$ cat src/rtl/rr_req_arbiter16_pkg.sv
// Shared constants and types for the 16-line round-robin request arbiter.
// Optional build macro: RR_REQ_ARBITER16_INDEX_EN (adds a binary grant index).
package rr_arb_pkg;

   localparam int ARB_N    = 16;
   localparam int ARB_IDXW = 4;

   typedef enum logic {
      ARB_IDLE  = 1'b0,
      ARB_OFFER = 1'b1
   } arb_state_t;

   localparam logic [ARB_IDXW-1:0] ARB_PTR_RST = ARB_IDXW'(ARB_N - 1);

endpackage

$ cat src/rtl/rr_req_arbiter16_if.sv
// Grant handshake bundle between the arbiter and its consumer.
// RR_REQ_ARBITER16_INDEX_EN adds the registered binary winner index.
interface rr_req_arbiter16_if #(
   parameter int N = 16
);

   logic [N-1:0]         grant;
   logic                 grant_valid;
   logic                 grant_ready;
`ifdef RR_REQ_ARBITER16_INDEX_EN
   logic [$clog2(N)-1:0] grant_idx;
`endif

   modport master (
      output grant,
      output grant_valid,
`ifdef RR_REQ_ARBITER16_INDEX_EN
      output grant_idx,
`endif
      input  grant_ready
   );

   modport slave (
      input  grant,
      input  grant_valid,
`ifdef RR_REQ_ARBITER16_INDEX_EN
      input  grant_idx,
`endif
      output grant_ready
   );

endinterface

$ cat src/rtl/rr_req_arbiter16_pick.sv
// Combinational rotated-priority search: first pending bit above last_ptr.
// N must be a power of two so the index addition wraps naturally.
module rr_pick
   import rr_arb_pkg::*;
#(
   parameter int N    = ARB_N,
   parameter int IDXW = $clog2(N)
) (
   input  logic [N-1:0]    pending_i,
   input  logic [IDXW-1:0] last_ptr_i,
   output logic [N-1:0]    pick_o,
   output logic [IDXW-1:0] pick_idx_o,
   output logic            any_o
);

   logic [IDXW-1:0] idx;

   always_comb begin
      pick_o     = '0;
      pick_idx_o = '0;
      any_o      = 1'b0;
      idx        = '0;
      for (int i = 0; i < N; i++) begin
         idx = last_ptr_i + IDXW'(1) + IDXW'(i);
         if (!any_o && pending_i[idx]) begin
            any_o       = 1'b1;
            pick_idx_o  = idx;
            pick_o[idx] = 1'b1;
         end
      end
   end

endmodule

$ cat src/rtl/rr_req_arbiter16.sv
// Round-robin arbiter: captures request edges, offers a one-hot grant.
// RR_REQ_ARBITER16_INDEX_EN exposes the registered winner index.
module rr_req_arbiter16
   import rr_arb_pkg::*;
#(
   parameter int N    = ARB_N,
   parameter int IDXW = $clog2(N)
) (
   input  logic                 clk,
   input  logic                 rst_n,
   input  logic [N-1:0]         req_i,
   output logic [N-1:0]         pending_o,
   output logic                 drop_o,
   rr_req_arbiter16_if.master   gnt_if
);

   localparam logic [IDXW-1:0] PTR_RST = IDXW'(N - 1);

   logic [N-1:0]    req_q;
   logic [N-1:0]    pend_q, pend_d;
   logic [N-1:0]    grant_q, grant_d;
   logic            gv_q, gv_d;
   logic [IDXW-1:0] idx_q, idx_d;
   logic [IDXW-1:0] last_ptr_q, last_ptr_d;
   logic            drop_q, drop_d;
   arb_state_t      state_q, state_d;

   logic [N-1:0]    rise;
   logic [N-1:0]    clr;
   logic            accept;
   logic [N-1:0]    pick;
   logic [IDXW-1:0] pick_idx;
   logic            any;

   rr_pick #(
      .N    (N),
      .IDXW (IDXW)
   ) u_pick (
      .pending_i  (pend_q),
      .last_ptr_i (last_ptr_q),
      .pick_o     (pick),
      .pick_idx_o (pick_idx),
      .any_o      (any)
   );

   assign accept = (state_q == ARB_OFFER) && gnt_if.grant_ready;
   assign clr    = accept ? grant_q : '0;
   assign rise   = req_i & ~req_q;

   // A new edge on a bit being cleared this cycle re-arms it.
   assign pend_d = (pend_q & ~clr) | rise;
   assign drop_d = |(rise & pend_q & ~clr);

   always_comb begin
      state_d    = state_q;
      grant_d    = grant_q;
      gv_d       = gv_q;
      idx_d      = idx_q;
      last_ptr_d = last_ptr_q;
      unique case (state_q)
         ARB_IDLE: begin
            if (any) begin
               grant_d = pick;
               gv_d    = 1'b1;
               idx_d   = pick_idx;
               state_d = ARB_OFFER;
            end
         end
         ARB_OFFER: begin
            if (gnt_if.grant_ready) begin
               last_ptr_d = idx_q;
               grant_d    = '0;
               gv_d       = 1'b0;
               idx_d      = '0;
               state_d    = ARB_IDLE;
            end
         end
         default: state_d = ARB_IDLE;
      endcase
   end

   always_ff @(posedge clk or negedge rst_n) begin
      if (!rst_n) begin
         req_q      <= '0;
         pend_q     <= '0;
         grant_q    <= '0;
         gv_q       <= 1'b0;
         idx_q      <= '0;
         last_ptr_q <= PTR_RST;
         drop_q     <= 1'b0;
         state_q    <= ARB_IDLE;
      end else begin
         req_q      <= req_i;
         pend_q     <= pend_d;
         grant_q    <= grant_d;
         gv_q       <= gv_d;
         idx_q      <= idx_d;
         last_ptr_q <= last_ptr_d;
         drop_q     <= drop_d;
         state_q    <= state_d;
      end
   end

   assign pending_o          = pend_q;
   assign drop_o             = drop_q;
   assign gnt_if.grant       = grant_q;
   assign gnt_if.grant_valid = gv_q;
`ifdef RR_REQ_ARBITER16_INDEX_EN
   assign gnt_if.grant_idx   = idx_q;
`endif

endmodule
$ cat src/flat_wrapper.sv
// flat-port wrapper written by rule: the top's interface ports become plain ports
module rr_req_arbiter16_flat import rr_arb_pkg::*;
#(
   parameter int N    = ARB_N,
   parameter int IDXW = $clog2(N)
)
  (clk, rst_n, req_i, pending_o, drop_o, gnt_if_grant, gnt_if_grant_valid, gnt_if_grant_ready);
  rr_req_arbiter16_if #(.N(N)) gnt_if_i ();
  input  logic clk;
  input  logic rst_n;
  input  logic [N-1:0] req_i;
  output logic [N-1:0] pending_o;
  output logic drop_o;
  output wire logic [$bits(gnt_if_i.grant)-1:0] gnt_if_grant;
  output wire logic [$bits(gnt_if_i.grant_valid)-1:0] gnt_if_grant_valid;
  input wire logic [$bits(gnt_if_i.grant_ready)-1:0] gnt_if_grant_ready;
  assign gnt_if_grant = gnt_if_i.grant;
  assign gnt_if_grant_valid = gnt_if_i.grant_valid;
  assign gnt_if_i.grant_ready = gnt_if_grant_ready;
  rr_req_arbiter16 #(.N(N), .IDXW(IDXW)) u_core (.clk(clk), .rst_n(rst_n), .req_i(req_i), .pending_o(pending_o), .drop_o(drop_o), .gnt_if(gnt_if_i));
endmodule
$ cat config.mk
export PLATFORM = sky130hd
export DESIGN_NAME = rr_req_arbiter16_flat
export DESIGN_NICKNAME = d
export VERILOG_FILES = /design/src/rtl/rr_req_arbiter16_pkg.sv /design/src/rtl/rr_req_arbiter16_if.sv /design/src/rtl/rr_req_arbiter16_pick.sv /design/src/rtl/rr_req_arbiter16.sv /design/src/flat_wrapper.sv
export SDC_FILE = /design/constraint.sdc
export NUM_CORES = 1
export LEC_CHECK = 0
export BUFFER_PORTS_ARGS = -buffer_cell sky130_fd_sc_hd__buf_2
export CORE_MARGIN = 1
export CORE_UTILIZATION = 50
export CTS_BUF_LIST = sky130_fd_sc_hd__clkbuf_16
export CTS_CLUSTER_DIAMETER = 120
export DETAILED_ROUTE_END_ITERATION = 8
export PLACE_DENSITY = 0.69
export SYNTH_ARGS = -nofsm -noshare
export SYNTH_HDL_FRONTEND = slang
export SYNTH_SLANG_ARGS = --single-unit
$ cat constraint.sdc
create_clock -name clk -period 6.89 [get_ports clk]
set_input_delay 0.689 -clock clk [delete_from_list [all_inputs] [get_ports clk]]
set_output_delay 0.689 -clock clk [all_outputs]
set_load 0.1 [all_outputs]
==> summary.txt <==
Floorplanning
  • Die area: 13400 sq um
  • I/O pin count: 53
  • Chip Height: 116 um
  • Rows: 41
  • Die W: 116 um
  • Initial core utilization: 0.511
  • Core area: 12600 sq um

Detailed routing
  • Routed wire length: 30.3 mm
  • Routed length per instance: 28.7 um
  • DR DRC count: 0
  • Vias per cell: 7.66
  • Antenna Nets Post-Route: 0
  • Initial drt markers: 1439
  • Via Count: 8074
  • Detailed Routing Iterations Pass 1: 7

Synth
  • Post-synth EDFFs: 0
  • Ys Warns: 0
  • Cell Area, Synth: 6450 sq um
  • Syn_nets: 881
  • Sequential cell area fraction in the yosys report: 0.230
  • Syn avg cell area: 7.56 sq um
  • Cells after synthesis: 853
  • Synth async-reset ratio: 1.00
  • #FFs+latches synth: 59
  • Leading register cell type out of synthesis: dfrtp_1
  • Post-synth cell types: 82

CTS
  • H-tree lvl count: 3
  • Reg clk slew, reported paths: 50 ps
  • Hold_buf cts: 0
  • CTS resizes: 0
  • Setup Fix Bufs, Post-CTS: 0
  • CTS Buf Count: 9
  • CTS tree: yes
  • Clock net sink count: 59
  • Clk_lat worst skew: 320 ps
  • Buffer depth of the longest clock path: 2
  • CTS Root Cell: clkbuf_16

Finish
  • Filler cells: 1171
  • Fraction of layout cells with a size suffix above 1: 0.159
  • Multi-input logic area: 4630 sq um
  • FF/Latch Area: 1480 sq um
  • Final std cells w/o fill: 1054
  • Area Growth Syn to Fin: 10.1%
  • Final nets: 905

Placement
  • Placed insts: 1038
  • Place WS: 895 ps
  • RePlAce Congestion: 1.11
  • Hpwl dp: 22.5 mm
  • PortBufs: 52

STA
  • FMAX: 0.157 GHz
  • RSZ-0062 raised after global routing: no
  • Final Critical Period: 6370 ps
  • Setup TNS: 0 ps
  • Normalized max-slew margin: 0.155
  • Final hold violations: 0
  • Slew @ Worst Pin: 1260 ps
  • Clock skew: 8.52 ps
  • Setup violators final: 0
  • Period utilisation layout: 0.924
  • Pins over their slew limit: 0
  • Setup WS post-layout: 523 ps

Global route
  • Total track usage: 0.466
  • Grt ovf: 0
  • Layer with the highest usage: met2
  • Initial antenna violation count: 0
  • Met1 usage: 0.596
  • Vias in the first global route: 7352
  • GR Layer Usage met3: 0.127
  • First-pass GRT wire length: 45.3 mm
  • Largest net degree at the start of global routing: 60
  • GRT met2 Usage: 0.685

Critical path
  • Worst R2R End: u_core.gnt_if.grant[14]
  • Worst EP arrival: 6600 ps
  • FF-to-FF setup slack: 520 ps
  • CP endpoint: u_core.gnt_if.grant[14]
  • Worst EP required: 7130 ps
  • Worst setup EP type: flip-flop
  • CP Max Fanout: 19
  • R2R Path Start: u_core.last_ptr_q[1]
  • Critical path class: reg -> reg
  • Worst Reg-to-Reg Cells: 13
  • Startpoint Class: flip-flop
  • Critical Path Source: u_core.last_ptr_q[1]

Power
  • Reg power frac: 0.126
  • Peak supply drop: 0.359 mV
  • P_sw: 2.70 mW
  • Power Density: 597 nW/um^2
  • Static leakage: 2.67 nW
  • Comb pwr share: 0.786
  • Sw Ratio: 0.637
  • Clock share of power: 0.089
  • Tot Pwr: 4.24 mW
  • P_int: 1.54 mW

Worst hold path
  • Worst Hold Class: reg -> reg
  • Hold-critical path depth: 1

Outcome
  • Outcome: complete, no violations

Run
  • Max-cap check violation count: 0
[flip-flops by register name (all words and copies together) (netlist names)]
signal	cells
u_core.drop_o	1
u_core.gnt_if.grant_valid	1
u_core.req_q	16
u_core.state_q	1
u_core.last_ptr_q	4
u_core.gnt_if.grant	16
u_core.idx_q	4
u_core.pending_o	16
[cells by family (layout without fill, tap and decap cells)]
group / after synthesis / count (layout) / synth area share
AND/OR/NAND/NOR: 391 / 391 / 0.303
AO/OA/AOI/OAI: 239 / 239 / 0.247
buffers and inverters: 85 / 113 / 0.0563
flip-flops: 59 / 59 / 0.230
multiplexers: 53 / 53 / 0.121
XOR/XNOR: 17 / 17 / 0.0254
adder cells (fa/ha/maj): 9 / 9 / 0.0175
other: 0 / 1 / 0
[through the flow]
stage	cell area [sq um]	utilization	hold slack, ps
after CTS	7100	0.563	436
after global placement	6850	0.543	422
after floorplan	6450	-	393
final	7100	0.563	435
after detailed placement	6850	0.543	432
after global routing	7100	0.563	451
[worst max-delay path: stages, from the launching register on]
cell and delay [ps]:
dfstp_2 620, inv_1 100, ha_1 800, ha_1 420, xnor2_1 150, xnor2_1 880, nor2_1 190, nor4_1 830
nand4_2 420, or4_1 810, nor3_1 400, a221o_1 300, a22oi_1 130, a31oi_1 210
[synth_stat cells, drive strengths merged, types with 3 or more instances]
master / instances / area [sq um]
o31ai: 7 / 52.6
o32a: 4 / 40.0
a221oi: 11 / 103
a31oi: 27 / 169
o2bb2ai: 3 / 26.3
o21ai: 47 / 235
a211oi: 4 / 30.0
dfrtp: 55 / 1380
a221o: 3 / 30.0
xor2: 4 / 35.0
or3: 15 / 93.8
mux2: 9 / 101
nand2b: 12 / 75.1
nor3: 38 / 195
xnor2: 12 / 105
a21o: 5 / 37.5
and3: 10 / 62.6
buf: 20 / 119
nor2: 55 / 206
nor2b: 4 / 25.0
nand3: 47 / 235
a32oi: 6 / 52.6
nand2: 133 / 499
o211ai: 8 / 60.1
dfstp: 4 / 105
a2111oi: 3 / 26.3
ha: 9 / 113
mux4: 19 / 428
mux2i: 25 / 254
o22ai: 15 / 93.8
clkbuf: 44 / 165
a22oi: 3 / 22.5
and2: 12 / 75.1
or4: 8 / 63.8
o221ai: 5 / 43.8
nand4: 23 / 156
a21boi: 3 / 22.5
or2: 4 / 25.0
inv: 20 / 75.1
nor3b: 3 / 22.5
o21a: 4 / 30.0
a21oi: 56 / 284
a41oi: 5 / 51.3
nor4: 21 / 165
[power groups by stage]
stage	clock, mW	combinational, mW	sequential (mW)
after floorplan	0	1.94	0.823
after global placement	0	3.16	0.527
after detailed placement	0	3.13	0.530
after CTS	0.378	3.14	0.526
after global routing	0.390	3.43	0.537
final	0.376	3.33	0.533
[routing by layer]
layer / part of all wire / vias to the layer above
li1: - / 3296
met1: 0.35 / 3806
met2: 0.42 / 758
met3: 0.14 / 214
met4: 0.086 / 0
met5: 0 / -
[cell type report]
type                       count  share of cell area
antenna                        1            0.000352
clock buffer                   9              0.0317
clock inverter                 6             0.00352
inverter                      21              0.0111
multi-input combinational    709               0.651
sequential                    59               0.209
tap                          172              0.0303
timing repair buffer          77              0.0631
[how the worst min path moves through the flow]
stage / start / end / slack [ps]
floorplan: rst_n / u_core.drop_o / 390
global placement: u_core.req_q[13] / u_core.pending_o[13] / 420
detailed placement: u_core.req_q[13] / u_core.pending_o[13] / 430
CTS: u_core.req_q[13] / u_core.pending_o[13] / 440
global route: u_core.req_q[13] / u_core.pending_o[13] / 450
finish: u_core.req_q[13] / u_core.pending_o[13] / 430
[layout by cell type, fill, tap and decap left out, types with 5 or more instances in the layout]
cell type	instances
o21ai_0	47
o31ai_1	7
nand3_1	47
and2_1	12
a21oi_1	55
buf_4	25
nand2b_1	12
xnor2_1	10
o211ai_1	8
nor3_1	37
nand4_1	21
mux2_2	9
a221oi_1	10
nor4_1	16
clkbuf_16	9
a31oi_1	27
a32oi_1	6
or4_1	7
o22ai_1	15
o221ai_1	5
dfrtp_1	55
nor2_1	55
nand2_1	133
or3_1	15
ha_1	9
buf_2	52
mux4_2	19
a21o_1	5
and3_1	10
mux2i_1	24
inv_1	20
No activity file was read; power rests on OpenSTA's default activity.
